--- config.mk ---
export PLATFORM = sky130hd
export DESIGN_NAME = pipe_scheduler_flat
export DESIGN_NICKNAME = d
export VERILOG_FILES = /design/src/rtl/flappy_pkg.sv /design/src/rtl/pipe_scheduler_if.sv /design/src/rtl/tick_divider.sv /design/src/rtl/pipe_scheduler.sv /design/src/flat_wrapper.sv
export SDC_FILE = /design/constraint.sdc
export NUM_CORES = 1
export LEC_CHECK = 0
export BUFFER_PORTS_ARGS = -buffer_cell sky130_fd_sc_hd__buf_2
export CORE_ASPECT_RATIO = 0.6
export CORE_MARGIN = 2
export CORE_UTILIZATION = 40
export DETAILED_ROUTE_END_ITERATION = 7
export GPL_TIMING_DRIVEN = 0
export HOLD_SLACK_MARGIN = 0.05
export PLACE_DENSITY = 0.72
export SETUP_SLACK_MARGIN = 0.4
export SYNTH_ARGS = -nofsm -noshare
export SYNTH_HDL_FRONTEND = slang
export SYNTH_SLANG_ARGS = --single-unit
--- constraint.sdc ---
create_clock -name Clock -period 1.75 [get_ports Clock]
set_input_delay 0 -clock Clock [delete_from_list [all_inputs] [get_ports Clock]]
set_output_delay 0 -clock Clock [all_outputs]
set_load 0.02 [all_outputs]
--- src/rtl/flappy_pkg.sv ---
// Shared types and constants for the Flappy playfield scroll logic.
package flappy_pkg;

  typedef enum logic [1:0] {
    IDLE,
    RUN,
    HALT
  } sched_state_t;

  localparam int ROWS_DEFAULT = 8;

  typedef logic [7:0] col_t;

endpackage

--- src/rtl/pipe_scheduler_if.sv ---
// Bundle between the pipe scheduler, its pattern generator and the game logic.
// master = game/generator side, slave = the scheduler itself.
interface pipe_scheduler_if
  import flappy_pkg::*;
#(
  parameter int COLS = 8,
  parameter int ROWS = ROWS_DEFAULT
) ();

  logic                 start;
  logic                 crash;
  logic [ROWS-1:0]      pattern;
  logic                 patReq;
  logic [COLS*ROWS-1:0] field;
  logic [ROWS-1:0]      birdCol;
  logic                 pipePass;
  logic                 running;

  modport master (
    output start,
    output crash,
    output pattern,
    input  patReq,
    input  field,
    input  birdCol,
    input  pipePass,
    input  running
  );

  modport slave (
    input  start,
    input  crash,
    input  pattern,
    output patReq,
    output field,
    output birdCol,
    output pipePass,
    output running
  );

endinterface

--- src/rtl/tick_divider.sv ---
// Modulo-TICK_DIV cycle counter that marks the last cycle of each scroll period.
// The count is held while en is low, so a frozen game keeps its phase.
module tick_divider #(
  parameter int TICK_DIV = 25_000_000
) (
  input  logic Clock,
  input  logic reset,
  input  logic en,
  input  logic clr,
  output logic tick
);

  localparam int W = (TICK_DIV > 1) ? $clog2(TICK_DIV) : 1;
  localparam logic [W-1:0] LAST = W'(TICK_DIV - 1);

  logic [W-1:0] count;

  assign tick = (count == LAST);

  // Count cycles of the scroll period; clr restarts the period from zero.
  always_ff @(posedge Clock) begin
    if (!reset) begin
      count <= '0;
    end else if (clr) begin
      count <= '0;
    end else if (en) begin
      count <= (count == LAST) ? '0 : count + 1'b1;
    end
  end

endmodule

--- src/rtl/pipe_scheduler.sv ---
// Scroll controller for the Flappy playfield: shifts the pipe field left on
// every scroll tick and pulls a fresh gap pattern in every GAP-th tick.
module pipe_scheduler
  import flappy_pkg::*;
#(
  parameter int COLS     = 8,
  parameter int ROWS     = ROWS_DEFAULT,
  parameter int TICK_DIV = 25_000_000,
  parameter int GAP      = 4,
  parameter int BIRD_COL = 1
) (
  input logic             Clock,
  input logic             reset,
  pipe_scheduler_if.slave bus
);

  localparam int SW = (GAP > 1) ? $clog2(GAP) : 1;
  localparam logic [SW-1:0] SPACE_LAST = SW'(GAP - 1);

  sched_state_t state, next_state;

  logic [SW-1:0]        spaceCnt;
  logic [COLS*ROWS-1:0] field_q;
  logic [ROWS-1:0]      new_col;
  logic                 pass_q;
  logic                 run_q;

  logic tick;
  logic div_en;
  logic div_clr;
  logic shift;
  logic insert;
  logic clear_field;

  tick_divider #(
    .TICK_DIV(TICK_DIV)
  ) u_div (
    .Clock(Clock),
    .reset(reset),
    .en   (div_en),
    .clr  (div_clr),
    .tick (tick)
  );

  // Next-state and per-cycle control; crash wins over a coincident tick.
  always_comb begin
    next_state  = state;
    div_en      = 1'b0;
    div_clr     = 1'b0;
    shift       = 1'b0;
    insert      = 1'b0;
    clear_field = 1'b0;
    case (state)
      IDLE: begin
        if (bus.start) begin
          next_state = RUN;
          div_clr    = 1'b1;
        end
      end
      RUN: begin
        if (bus.crash) begin
          next_state = HALT;
        end else begin
          div_en = 1'b1;
          if (tick) begin
            shift  = 1'b1;
            insert = (spaceCnt == SPACE_LAST);
          end
        end
      end
      HALT: begin
        if (bus.start) begin
          next_state  = RUN;
          div_clr     = 1'b1;
          clear_field = 1'b1;
        end
      end
      default: next_state = IDLE;
    endcase
  end

  assign new_col      = insert ? bus.pattern : '0;
  assign bus.patReq   = reset && insert;
  assign bus.field    = field_q;
  assign bus.birdCol  = field_q[BIRD_COL*ROWS +: ROWS];
  assign bus.pipePass = pass_q;
  assign bus.running  = run_q;

  // State register, plus a registered copy of "in RUN" for the running output.
  always_ff @(posedge Clock) begin
    if (!reset) begin
      state <= IDLE;
      run_q <= 1'b0;
    end else begin
      state <= next_state;
      run_q <= (next_state == RUN);
    end
  end

  // Spacing counter: an insertion happens when it reaches GAP-1, then restarts.
  always_ff @(posedge Clock) begin
    if (!reset || div_clr) begin
      spaceCnt <= SPACE_LAST;
    end else if (shift) begin
      spaceCnt <= insert ? '0 : spaceCnt + 1'b1;
    end
  end

  // Field shift register: column c takes c+1, the new column enters on the right.
  always_ff @(posedge Clock) begin
    if (!reset || clear_field) begin
      field_q <= '0;
    end else if (shift) begin
      field_q <= {new_col, field_q[COLS*ROWS-1:ROWS]};
    end
  end

  // Pipe-passed strobe: the bird column was occupied just before this shift.
  always_ff @(posedge Clock) begin
    if (!reset) begin
      pass_q <= 1'b0;
    end else begin
      pass_q <= shift && (|field_q[BIRD_COL*ROWS +: ROWS]);
    end
  end

endmodule

--- src/flat_wrapper.sv ---
// flat-port wrapper written by rule: the top's interface ports become plain ports
module pipe_scheduler_flat import flappy_pkg::*;
#(
  parameter int COLS     = 8,
  parameter int ROWS     = ROWS_DEFAULT,
  parameter int TICK_DIV = 25_000_000,
  parameter int GAP      = 4,
  parameter int BIRD_COL = 1
)
  (Clock, reset, bus_start, bus_crash, bus_pattern, bus_patReq, bus_field, bus_birdCol, bus_pipePass, bus_running);
  pipe_scheduler_if #(.COLS(COLS), .ROWS(ROWS)) bus_i ();
  input logic Clock;
  input logic reset;
  input wire logic [$bits(bus_i.start)-1:0] bus_start;
  input wire logic [$bits(bus_i.crash)-1:0] bus_crash;
  input wire logic [$bits(bus_i.pattern)-1:0] bus_pattern;
  output wire logic [$bits(bus_i.patReq)-1:0] bus_patReq;
  output wire logic [$bits(bus_i.field)-1:0] bus_field;
  output wire logic [$bits(bus_i.birdCol)-1:0] bus_birdCol;
  output wire logic [$bits(bus_i.pipePass)-1:0] bus_pipePass;
  output wire logic [$bits(bus_i.running)-1:0] bus_running;
  assign bus_i.start = bus_start;
  assign bus_i.crash = bus_crash;
  assign bus_i.pattern = bus_pattern;
  assign bus_patReq = bus_i.patReq;
  assign bus_field = bus_i.field;
  assign bus_birdCol = bus_i.birdCol;
  assign bus_pipePass = bus_i.pipePass;
  assign bus_running = bus_i.running;
  pipe_scheduler #(.COLS(COLS), .ROWS(ROWS), .TICK_DIV(TICK_DIV), .GAP(GAP), .BIRD_COL(BIRD_COL)) u_core (.Clock(Clock), .reset(reset), .bus(bus_i));
endmodule
==> metrics.md, run 1 <==
| Metric | Value |
|---|---|
| Run status | complete, but fails checks |
| Failing checks | setup timing |
| RSZ-0062 raised after global routing | yes |
| Reg clk slew, reported paths | 0.07 ns |
| CP Class | flip-flop to output port |
| Die area | around 11,000 um^2 |
| Setup violation total in the final timing report | 72 |
| Initial antenna violation count | 0 |
| Startpoint Class | flip-flop |
| Per-cell routed wire length | around 19 um |
| Setup crit end kind | output port |
| First-pass GRT wire length | between 20 and 25 mm |
| Total track usage | 0.2534 |
| Layout Nets | ~650 |
| Vias per inst | 6.013 |
| Min cycle time layout | between 1.5 and 2 ns |
| Clock Sinks | 95 |
| Mapped Nets | ~510 |
| IO Count | 87 |
| Final WL | 14.52 mm |
| Part of the cycle the worst path needs | 1.088 |
| Max cap viols | 0 |
| DR vias | about 4,600 |
| Gr ovfl total | 0 |
| Largest net degree at the start of global routing | 17 |
| Root buffer cell | clkbuf_16 |
| Worst slew margin | 0.6032 |
| Setup TNS | -5.251 ns |
| Number of global-route vias before repair | between 4,000 and 5,000 |
| Post-detail-place hpwl | approximately 9.5 mm |
| Total iterations of the first detailed-routing run | 5 |
| Drt drc | 0 |
| DRT iter0 DRCs | between 400 and 500 |
| Post-synth top flop | dfxtp_1 |
| Tightest Pin Transition | between 0.5 and 0.6 ns |
| Asr flop ratio synth | 0 |
| Most frequent cells in the layout | 92 x buf_2, 83 x dfxtp_1, 69 x nand4_1, 68 x a21oi_1, 50 x o21ai_1 |
| Rows | 28 |
| Worst path cell trace | nor4b_4 > nand4_4 > buf_6 > clkbuf_16 > nor2_4 > and3_4 > buf_6 |
| Layout cells sized above 1 | 0.3359 |
| Clock tree buffer depth | 2 |
| Max Slew Vio Count | 0 |
| Area growth syn-to-layout | 37.73% |
| Most common cell on crit path | buf_6 |
| Setup ws final | -0.1545 ns |
| WP data required | around 1.8 ns |
| EDFF count, synth | 0 |
| Critical path's largest stage delay | 0.37 ns |
| Yosys reg bits | 95 |
| CTS tree | yes |
| Crit Path Max Fanout | 2 |
| Post-Syn Area | between 4000 and 5000 um^2 |
| Die Wd | approximately 140 um |
| Register area share after synthesis | 0.4520 |
| Leakage power | between 2 and 2.5 nW |
| Post-layout util | 0.5764 |
| Routed Antenna Nets | 0 |
| Commonest non-fill, non-tap cell in the layout | buf_2 |
| # H-tree levels | 3 |
| I/O Buffers | 86 |
| CP max stage cell | nor4b_4 |
| Max Freq | approximately 530 MHz |
| Mapped Cells | 500 |
| PD cells | about 750 nW/um^2 |
| Die height | 83.45 um |
| Starting Density | 0.4185 |
| Ant. Diodes | 0 |
| Avg Inst Size Synth | between 8 and 9 um^2 |
| Final hold vios | 0 |
| Library cells used by synthesis | 46 |
| Clock Latency Late Sink | 0.35 ns |
| CP arrival | 1.90 ns |
| Number of synthesis warnings | 0 |
| Max rail drop VDD | 0.5272 mV |
| Number of buffers created by CTS | 9 |
| Skew final | 0.006512 ns |
| Core area | between 10,000 and 15,000 um^2 |
| RePlAce Congestion | approximately 0.85 |
| HP Class | primary input to flip-flop |
[sequential cells by signal (all words and copies together), names as in the netlist]
signal               count
u_core.bus.pipePass      1
u_core.bus.field        64
u_core.spaceCnt          2
u_core.bus.running       1
u_core.u_div.count      25
u_core.state             2
[cell usage after synthesis, types with 4 or more instances]
library cell	count	share of area
nor2_1	14	0.012
dfxtp_1	95	0.45
a21oi_1	77	0.092
o31ai_1	4	0.0071
and4_1	6	0.012
clkbuf_1	24	0.021
nand3_1	8	0.0095
nand4_1	69	0.10
and3_1	5	0.0074
or4_1	5	0.0089
buf_2	19	0.023
xor2_1	8	0.017
nand2_1	24	0.021
o21ai_0	70	0.083
or3_1	15	0.022
a31oi_1	4	0.0059
buf_4	11	0.020
[cells by family (layout without fill, tap and decap cells)]
kind of cell | after synthesis | after routing | share of synthesized area
AO/OA/AOI/OAI | 166 | 166 | 0.2093
multiplexers | 1 | 1 | 0.002379
buffers and inverters | 60 | 197 | 0.07107
adder cells (fa/ha/maj) | 2 | 2 | 0.005946
AND/OR/NAND/NOR | 167 | 167 | 0.2406
flip-flops | 95 | 95 | 0.4520
XOR/XNOR | 9 | 9 | 0.01873
[worst max-delay path, delay by kind of cell, from the launching register on]
family        cells  cell delay, ns
buf+inv           3            0.40
simple gates      4            0.80
flops             1            0.35
[final cells by class]
type,count,area (um^2)
plain buffers,57,462.9
clock buffers,9,225.2
clock inverters,6,71.32
fillers,873,4259
inverters,3,11.26
multi-input cells,345,2135
flip-flops and latches,95,1922
well taps,135,168.9
repair buffers,122,799.5
[per-layer routing]
layer  GRT usage  vias to the layer above  routed length (um)
li1            -                     2148                   -
met1      0.3818                     2191                6725
met2      0.3458                      277                5998
met3     0.07692                       26                1609
met4     0.06534                        0                 189
met5           0                        -                   0
[stage by stage]
| step | hold slack [ns] | worst slack, ns | power, mW | cell area [um^2] | std cells |
|---|---|---|---|---|---|
| finish | 0.1481 | -0.1545 | 4.319 | 5796 | 772 |
| global route | 0.1453 | -0.2307 | 4.424 | 5796 | 772 |
| CTS | 0.1159 | -0.1315 | 4.320 | 5733 | 770 |
| detailed placement | 0.3288 | -0.1492 | 2.331 | 4971 | 721 |
| global placement | 0.3084 | -0.1597 | 2.329 | 4971 | 721 |
| floorplan | 0.1177 | 0.1459 | 2.288 | 4372 | 500 |
[repair_timing]
item | CTS | global route
hold buffers | 11 | 0
buffers inserted | 18 | 2
gates resized for setup | 44 | 16
cloned | 5 | 0
setup endpoints to repair | 89 | 93
pin swaps | 15 | 23
hold endpoints to repair | 12 | 0
[where the power goes]
part           internal (mW)  switching [mW]  total [mW]
combinational         0.0718          0.0951       0.167
sequential              2.16         0.00520        2.17
clock                   1.11           0.874        1.98
total                   3.34           0.974        4.32
[worst paths after layout]
kind	from	endpoint	slack, ns	depth (start not counted)
max	u_core.u_div.count[6]$_SDFFE_PP0P_	bus_patReq	-0.15	7
min	bus_start	u_core.state[0]$_SDFF_PN0_	0.15	3
max reg2reg	u_core.u_div.count[1]$_SDFFE_PP0P_	u_core.bus.field[62]$_SDFFE_PP0P_	-0.13	9
min reg2reg	u_core.bus.field[3]$_SDFFE_PP0P_	u_core.bus.field[3]$_SDFFE_PP0P_	0.49	2
(Power assumes the default switching activity.)
==> run 2, diff against run 1 <==
PLACE_DENSITY = 0.69   (was 0.72)
SLEW_MARGIN = 20   (was unset)
clock period = 2.4 ns   (was 1.75 ns; I/O delays follow)
==> metrics.md, run 2 (synthesized netlist as in run 1, its figures left out) <==
| Metric | Value |
|---|---|
| WP data required | 2.67 ns (+0.92 ns) |
| CP max stage cell | dfxtp_4 |
| Gr ovfl total | 0 (unchanged) |
| IO Count | 87 (unchanged) |
| Final hold vios | 0 (unchanged) |
| Number of global-route vias before repair | 3,920 (-7.4%) |
| Drt drc | 0 (unchanged) |
| Crit Path Max Fanout | 9 (+7) |
| Combinational Power Share | 0.031 (-0.008) |
| Die Wd | 136.4 um (unchanged) |
| Layout cells sized above 1 | 0.2864 (-0.04955) |
| Skew final | 0.007369 ns (+0.0008567 ns) |
| CTS tree | yes |
| CP Class | flip-flop to flip-flop |
| Per-cell routed wire length | 17.50 um (-7.0%) |
| Total iterations of the first detailed-routing run | 5 (unchanged) |
| DR vias | 4,435 (-4.5%) |
| Power share of the clock group | 0.464 (+0.005) |
| Core area | 10,050 um^2 (unchanged) |
| Worst path cell trace | ha_4 > and4_1 > buf_4 > nand4_1 > buf_6 > clkbuf_8 > buf_4 > or3_1 > a21oi_1 |
| Max rail drop VDD | 0.3744 mV (-29%) |
| Clock tree buffer depth | 2 (unchanged) |
| Setup violation total in the final timing report | 0 (-100%) |
| Max cap viols | 0 (unchanged) |
| Number of buffers created by CTS | 9 (unchanged) |
| Clock Sinks | 95 (unchanged) |
| RePlAce Congestion | 0.8763 (+2.8%) |
| Part of the cycle the worst path needs | 0.8105 |
| # H-tree levels | 3 (unchanged) |
| Area growth syn-to-layout | 29.14% |
| Layout Nets | 634 (-2.0%) |
| Post-route design area | 5434 um^2 (-6.2%) |
| Max Slew Vio Count | 0 (unchanged) |
| Max Freq | between 500 and 600 MHz |
| Post-route insts no fill | 760 (-1.6%) |
| Starting Density | 0.4185 (unchanged) |
| Critical path's largest stage delay | 0.37 ns (about the same) |
| Die area | 11,380 um^2 (unchanged) |
| Rows | 28 (unchanged) |
| Ant. Diodes | 0 (unchanged) |
| Tightest Pin Transition | 0.8151 ns (+0.2212 ns) |
| Leakage power | 2.100 nW (-6.0%) |
| Delay-heaviest family, CP | simple AND/OR/NAND/NOR gates |
| Worst slew margin | 0.4554 (-0.1478) |
| Most common cell on crit path | buf_4 |
| Most frequent cells in the layout | 95 x buf_2, 84 x dfxtp_1, 76 x a21oi_1, 69 x nand4_1, 63 x o21ai_0 |
| DRT iter0 DRCs | 497 (+3.1%) |
| Initial antenna violation count | 0 (unchanged) |
| Critical R2R Launch | u_core.u_div.count[0]$_SDFFE_PP0P_ |
| DP Area | 4807 um^2 (-3.3%) |
| Sequential share of power | 0.504 (+0.002) |
| Run status | finished clean |
| Largest net degree at the start of global routing | 17 (unchanged) |
| Hold slack | 0.1567 ns (+0.008581 ns) |
| Vias per inst | 5.836 (-3.0%) |
| P_int | 2.429 mW (-27%) |
| Commonest non-fill, non-tap cell in the layout | buf_2 |
| Setup crit end kind | flip-flop |
| Min cycle time layout | 1.945 ns |
| CP startpoint | u_core.u_div.count[0]$_SDFFE_PP0P_ |
| Root buffer cell | clkbuf_16 |
| Routed Antenna Nets | 0 (unchanged) |
| Total track usage | 0.2287 (-0.02466) |
| Sw Pwr | 0.7057 mW (-28%) |
| Largest register FFs | 64 (unchanged) |
| Post-detail-place hpwl | 9.432 mm (-1.2%) |
| Hold path start | bus_start |
| Final WL | 13.30 mm (-8.4%) |
| Setup TNS | 0 ns (+5.251 ns) |
| HP Class | primary input to flip-flop |
| Startpoint Class | flip-flop |
| I/O Buffers | 86 (unchanged) |
| CP arrival | 2.22 ns (+0.32 ns) |
| Sw Ratio | 0.2251 (-0.0003723) |
| RSZ-0062 raised after global routing | yes |
| Die height | 83.45 um (unchanged) |
| First-pass GRT wire length | 20.50 mm (-8.4%) |
| Reg clk slew, reported paths | 0.07 ns (about the same) |
| Cells after DPL | 721 (unchanged) |
| Buffer and inverter count on the worst path | 4 (+1) |
| Post-layout util | 0.5404 (-0.03596) |
| PD cells | 576.8 nW/um^2 (-23%) |
| Clock Latency Late Sink | 0.35 ns (about the same) |
-- run 2: final timing paths --
path,endpoint,slack (ns),cells after the start
hold reg to reg,u_core.bus.field[1]$_SDFFE_PP0P_,0.47,2
setup / recovery,u_core.bus.field[61]$_SDFFE_PP0P_,0.45,9
hold / removal,u_core.state[0]$_SDFF_PN0_,0.16,3
setup reg to reg,u_core.bus.field[61]$_SDFFE_PP0P_,0.45,9
-- run 2: worst register-to-register path, delay by kind of cell (launching register included) --
family	cells	cell delay (ns)
adders and majority gates	1	0.15
and+or+nand+nor	3	0.63
DFF	1	0.37
AOI/OAI and AO/OA	1	0.15
buffers and inverters	4	0.59
-- run 2: routing by layer --
layer	part of all wire	wire (um)	track usage
met5	0	0	0
met4	0.012	156	0.05871
met3	0.097	1291	0.05678
met2	0.39	5252	0.2992
met1	0.50	6601	0.3628
-- run 2: timing repair --
action,CTS,global route
pin swaps,3,5
hold endpoints to repair,12,0
setup endpoints to repair,73,81
buffers inserted,5,6
hold buffers,12,0
resized for setup,22,39
-- run 2: metrics by stage --
stage	worst slack, ns	power, mW
after floorplan	0.6603	1.664
after global placement	0.3189	1.694
after detailed placement	0.2720	1.695
after CTS	0.3693	3.137
after global routing	0.3892	3.217
final	0.4548	3.134
-- run 2: final cells by class --
type,count,area (um^2)
multi-input cells,345,2047
well taps,135,168.9
clock buffers,10,229.0
flip-flops and latches,95,1921
repair buffers,109,643.1
clock inverters,6,71.32
fillers,931,4621
plain buffers,57,342.8
inverters,3,11.26
-- run 2: power groups by stage --
stage | sequential [mW] | combinational [mW] | clock, mW
2_1_floorplan | 1.62 | 0.0447 | 0
3_3_place_gp | 1.62 | 0.0757 | 0
3_5_place_dp | 1.62 | 0.0767 | 0
4_1_cts | 1.58 | 0.0931 | 1.46
5_1_grt | 1.58 | 0.107 | 1.53
6_report | 1.58 | 0.0982 | 1.45
==> run 3, diff against run 2 <==
ABC_AREA = 1   (was unset)
PLACE_DENSITY = 0.7   (was 0.69)
clock period = 2 ns   (was 2.4 ns; I/O delays follow)
==> metrics.md, run 3 <==
| Metric | Value |
|---|---|
| Mapped Nets | 555 (+8.0%) |
| Reg clk slew, reported paths | 0.07 ns (about the same) |
| Run status | finished clean |
| Per-cell routed wire length | 15.49 um (-11%) |
| Mapped Cells | 541 (+8.2%) |
| # H-tree levels | 3 (unchanged) |
| Delay-heaviest family, CP | buffers and inverters |
| Critical path's largest stage delay | 0.35 ns (-0.02 ns) |
| Gr ovfl total | 0 (unchanged) |
| Yosys top cell by area | dfxtp_1 |
| RePlAce Congestion | 0.9231 (+5.3%) |
| Tightest Pin Transition | 0.5962 ns (-0.2189 ns) |
| Max Slew Vio Count | 0 (unchanged) |
| Ant. Diodes | 0 (unchanged) |
| CP arrival | 2.23 ns (about the same) |
| Reg area | 1916 um^2 (-0.26%) |
| IO Count | 87 (unchanged) |
| Hold slack | 0.06674 ns (-0.08995 ns) |
| Area growth syn-to-layout | 45.52% |
| CTS tree | yes |
| Die Wd | 133.2 um (-2.3%) |
| CP max stage cell | dfxtp_2 |
| Min cycle time layout | 1.944 ns (-0.001447 ns) |
| Buffer and inverter count on the worst path | 6 (+2) |
| Avg Inst Size Synth | 7.408 um^2 (-12%) |
| Drt drc | 0 (unchanged) |
| Initial antenna violation count | 0 (unchanged) |
| Rows | 28 (unchanged) |
| Number of synthesis warnings | 0 (unchanged) |
| Die area | 10,860 um^2 (-4.6%) |
| Post-layout util | 0.5945 (+0.05407) |
| Number of global-route vias before repair | 3,742 (-4.5%) |
| Clock Sinks | 95 (unchanged) |
| Setup ws final | 0.05620 ns (-0.3986 ns) |
| Total track usage | 0.2190 (-0.009742) |
| Setup violation total in the final timing report | 0 (unchanged) |
| Die height | 81.54 um (-2.3%) |
| RSZ-0062 raised after global routing | yes |
| Setup crit end kind | flip-flop |
| Vias per inst | 5.155 (-12%) |
| CP Class | flip-flop to flip-flop |
| Post-detail-place hpwl | 8.013 mm (-15%) |
| Top cells by area, synth | dfxtp_1 47%, nor2_1 15%, nand2_1 6.5% |
| Post-synth top area share | 0.4746 (+0.02258) |
| Max rail drop VDD | 0.5308 mV (+42%) |
| Largest net degree at the start of global routing | 18 (+1) |
| Layout Nets | 700 (+10%) |
| Routed Antenna Nets | 0 (unchanged) |
| Clock tree buffer depth | 2 (unchanged) |
| Worst slew margin | 0.6025 (+0.1471) |
| Most frequent cells in the layout | 152 x nor2_1, 86 x buf_2, 84 x dfxtp_1, 59 x nand2_1 |
| Starting Density | 0.4085 (-0.009946) |
| Commonest non-fill, non-tap cell in the layout | nor2_1 |
| Leakage power | 2.844 nW (+35%) |
| I/O Buffers | 86 (unchanged) |
| Part of the cycle the worst path needs | 0.9719 (+0.1614) |
| Synth top cells by count | 159 x nor2_1, 95 x dfxtp_1, 69 x nand2_1, 47 x o21ai_0, 36 x inv_1 |
| Most frequent cell after synthesis | nor2_1 |
| WP data required | 2.28 ns (-0.39 ns) |
| HP Class | primary input to flip-flop |
| Asr flop ratio synth | 0 (unchanged) |
| First-pass GRT wire length | 18.49 mm (-9.8%) |
| Largest register FFs | 64 (unchanged) |
| Number of buffers created by CTS | 9 (unchanged) |
| PD cells | 655.7 nW/um^2 (+14%) |
| Worst path cell trace | ha_4 > nand3_4 > inv_4 > nand2_4 > buf_4 > buf_6 > inv_4 > nand2_4 > nor2_4 > buf_8 > buf_6 > o21ai_2 > nor2_1 |
| Yosys reg bits | 95 (unchanged) |
| Fillers | 816 (-12%) |
| Setup WS pre-CTS | 0.07044 ns (-0.2016 ns) |
| Post-Syn Area | 4008 um^2 (-4.8%) |
| Library cells used by synthesis | 35 (-24%) |
| DR vias | 4,258 (-4.0%) |
| Multi-input logic area | 2063 um^2 (+0.79%) |
| Layout cells sized above 1 | 0.3734 (+0.08697) |
| Crit Path Max Fanout | 8 (-1) |
| Skew final | 0.009019 ns (+0.001650 ns) |
| Final WL | 12.80 mm (-3.8%) |
| Total iterations of the first detailed-routing run | 7 (+2) |
| Max Freq | 514.5 MHz (about the same) |
| Max cap viols | 0 (unchanged) |
| Core area | 9809 um^2 (-2.4%) |
| Root buffer cell | clkbuf_16 |
| Startpoint Class | flip-flop |
| Final hold vios | 0 (unchanged) |
| Post-synth top flop | dfxtp_1 |
| Register area share after synthesis | 0.4746 (+0.02258) |
| Clock Latency Late Sink | 0.35 ns (about the same) |
| EDFF count, synth | 0 (unchanged) |
| DRT iter0 DRCs | 381 (-23%) |
## run 3: report_power, final
group	switching [mW]	internal [mW]	total [mW]
logic	0.0917	0.0636	0.155
registers	0.00285	1.89	1.90
clock network	0.786	0.985	1.77
## run 3: routing by layer
layer | GRT usage | part of all wire | vias to the layer above | wire length, um
li1 | - | - | 2025 | -
met1 | 0.3102 | 0.46 | 2004 | 5875
met2 | 0.3254 | 0.43 | 207 | 5548
met3 | 0.05309 | 0.086 | 22 | 1102
met4 | 0.08085 | 0.021 | 0 | 270
met5 | 0 | 0 | - | 0
## run 3: tightest hold or removal path, stage by stage
cell,delay (ns)
buf_2,0.14
inv_1,0.18
a211oi_2,0.05
## run 3: cell type report
class | count | area share
multi-input cells | 374 | 0.3538
flip-flops and latches | 95 | 0.3285
plain buffers | 29 | 0.04548
clock buffers | 9 | 0.03862
repair buffers | 134 | 0.1622
clock inverters | 7 | 0.01352
well taps | 135 | 0.02896
inverters | 43 | 0.02896
## run 3: cells by family after synthesis
logic type,count (synthesis),synth area share
simple gates,285,0.3097
flops,95,0.4746
compound gates,79,0.1021
buf+inv,72,0.08960
xor+xnor,7,0.01530
fa+ha+maj,2,0.006243
mux,1,0.002498
## run 3: path summary, 6_finish.rpt
kind	cells after the start	to	slack (ns)	startpoint
setup / recovery	13	u_core.bus.field[18]$_SDFFE_PP0P_	0.06	u_core.u_div.count[1]$_SDFFE_PP0P_
setup reg to reg	13	u_core.bus.field[18]$_SDFFE_PP0P_	0.06	u_core.u_div.count[1]$_SDFFE_PP0P_
hold reg to reg	2	u_core.spaceCnt[1]$_SDFFE_PP1P_	0.49	u_core.spaceCnt[1]$_SDFFE_PP1P_
hold / removal	3	u_core.bus.pipePass$_SDFF_PN0_	0.07	reset
## run 3: per-stage QoR
step                power (mW)  setup TNS (ns)  area, um^2  std cells
finish                   3.824               0        5832        826
global route             3.938         -0.2489        5832        826
CTS                      3.804               0        5404        812
detailed placement       2.032               0        4613        762
global placement         2.030               0        4613        762
floorplan                1.996               0        4014        541
## run 3: what timing repair did
item                       in CTS  in global routing
hold buffers                   10                  0
cloned                          5                  2
setup endpoints to repair      88                 88
resized for setup              92                 94
setup buffers                  19                 12
hold endpoints to repair       10                  0
pin swaps                      39                 59
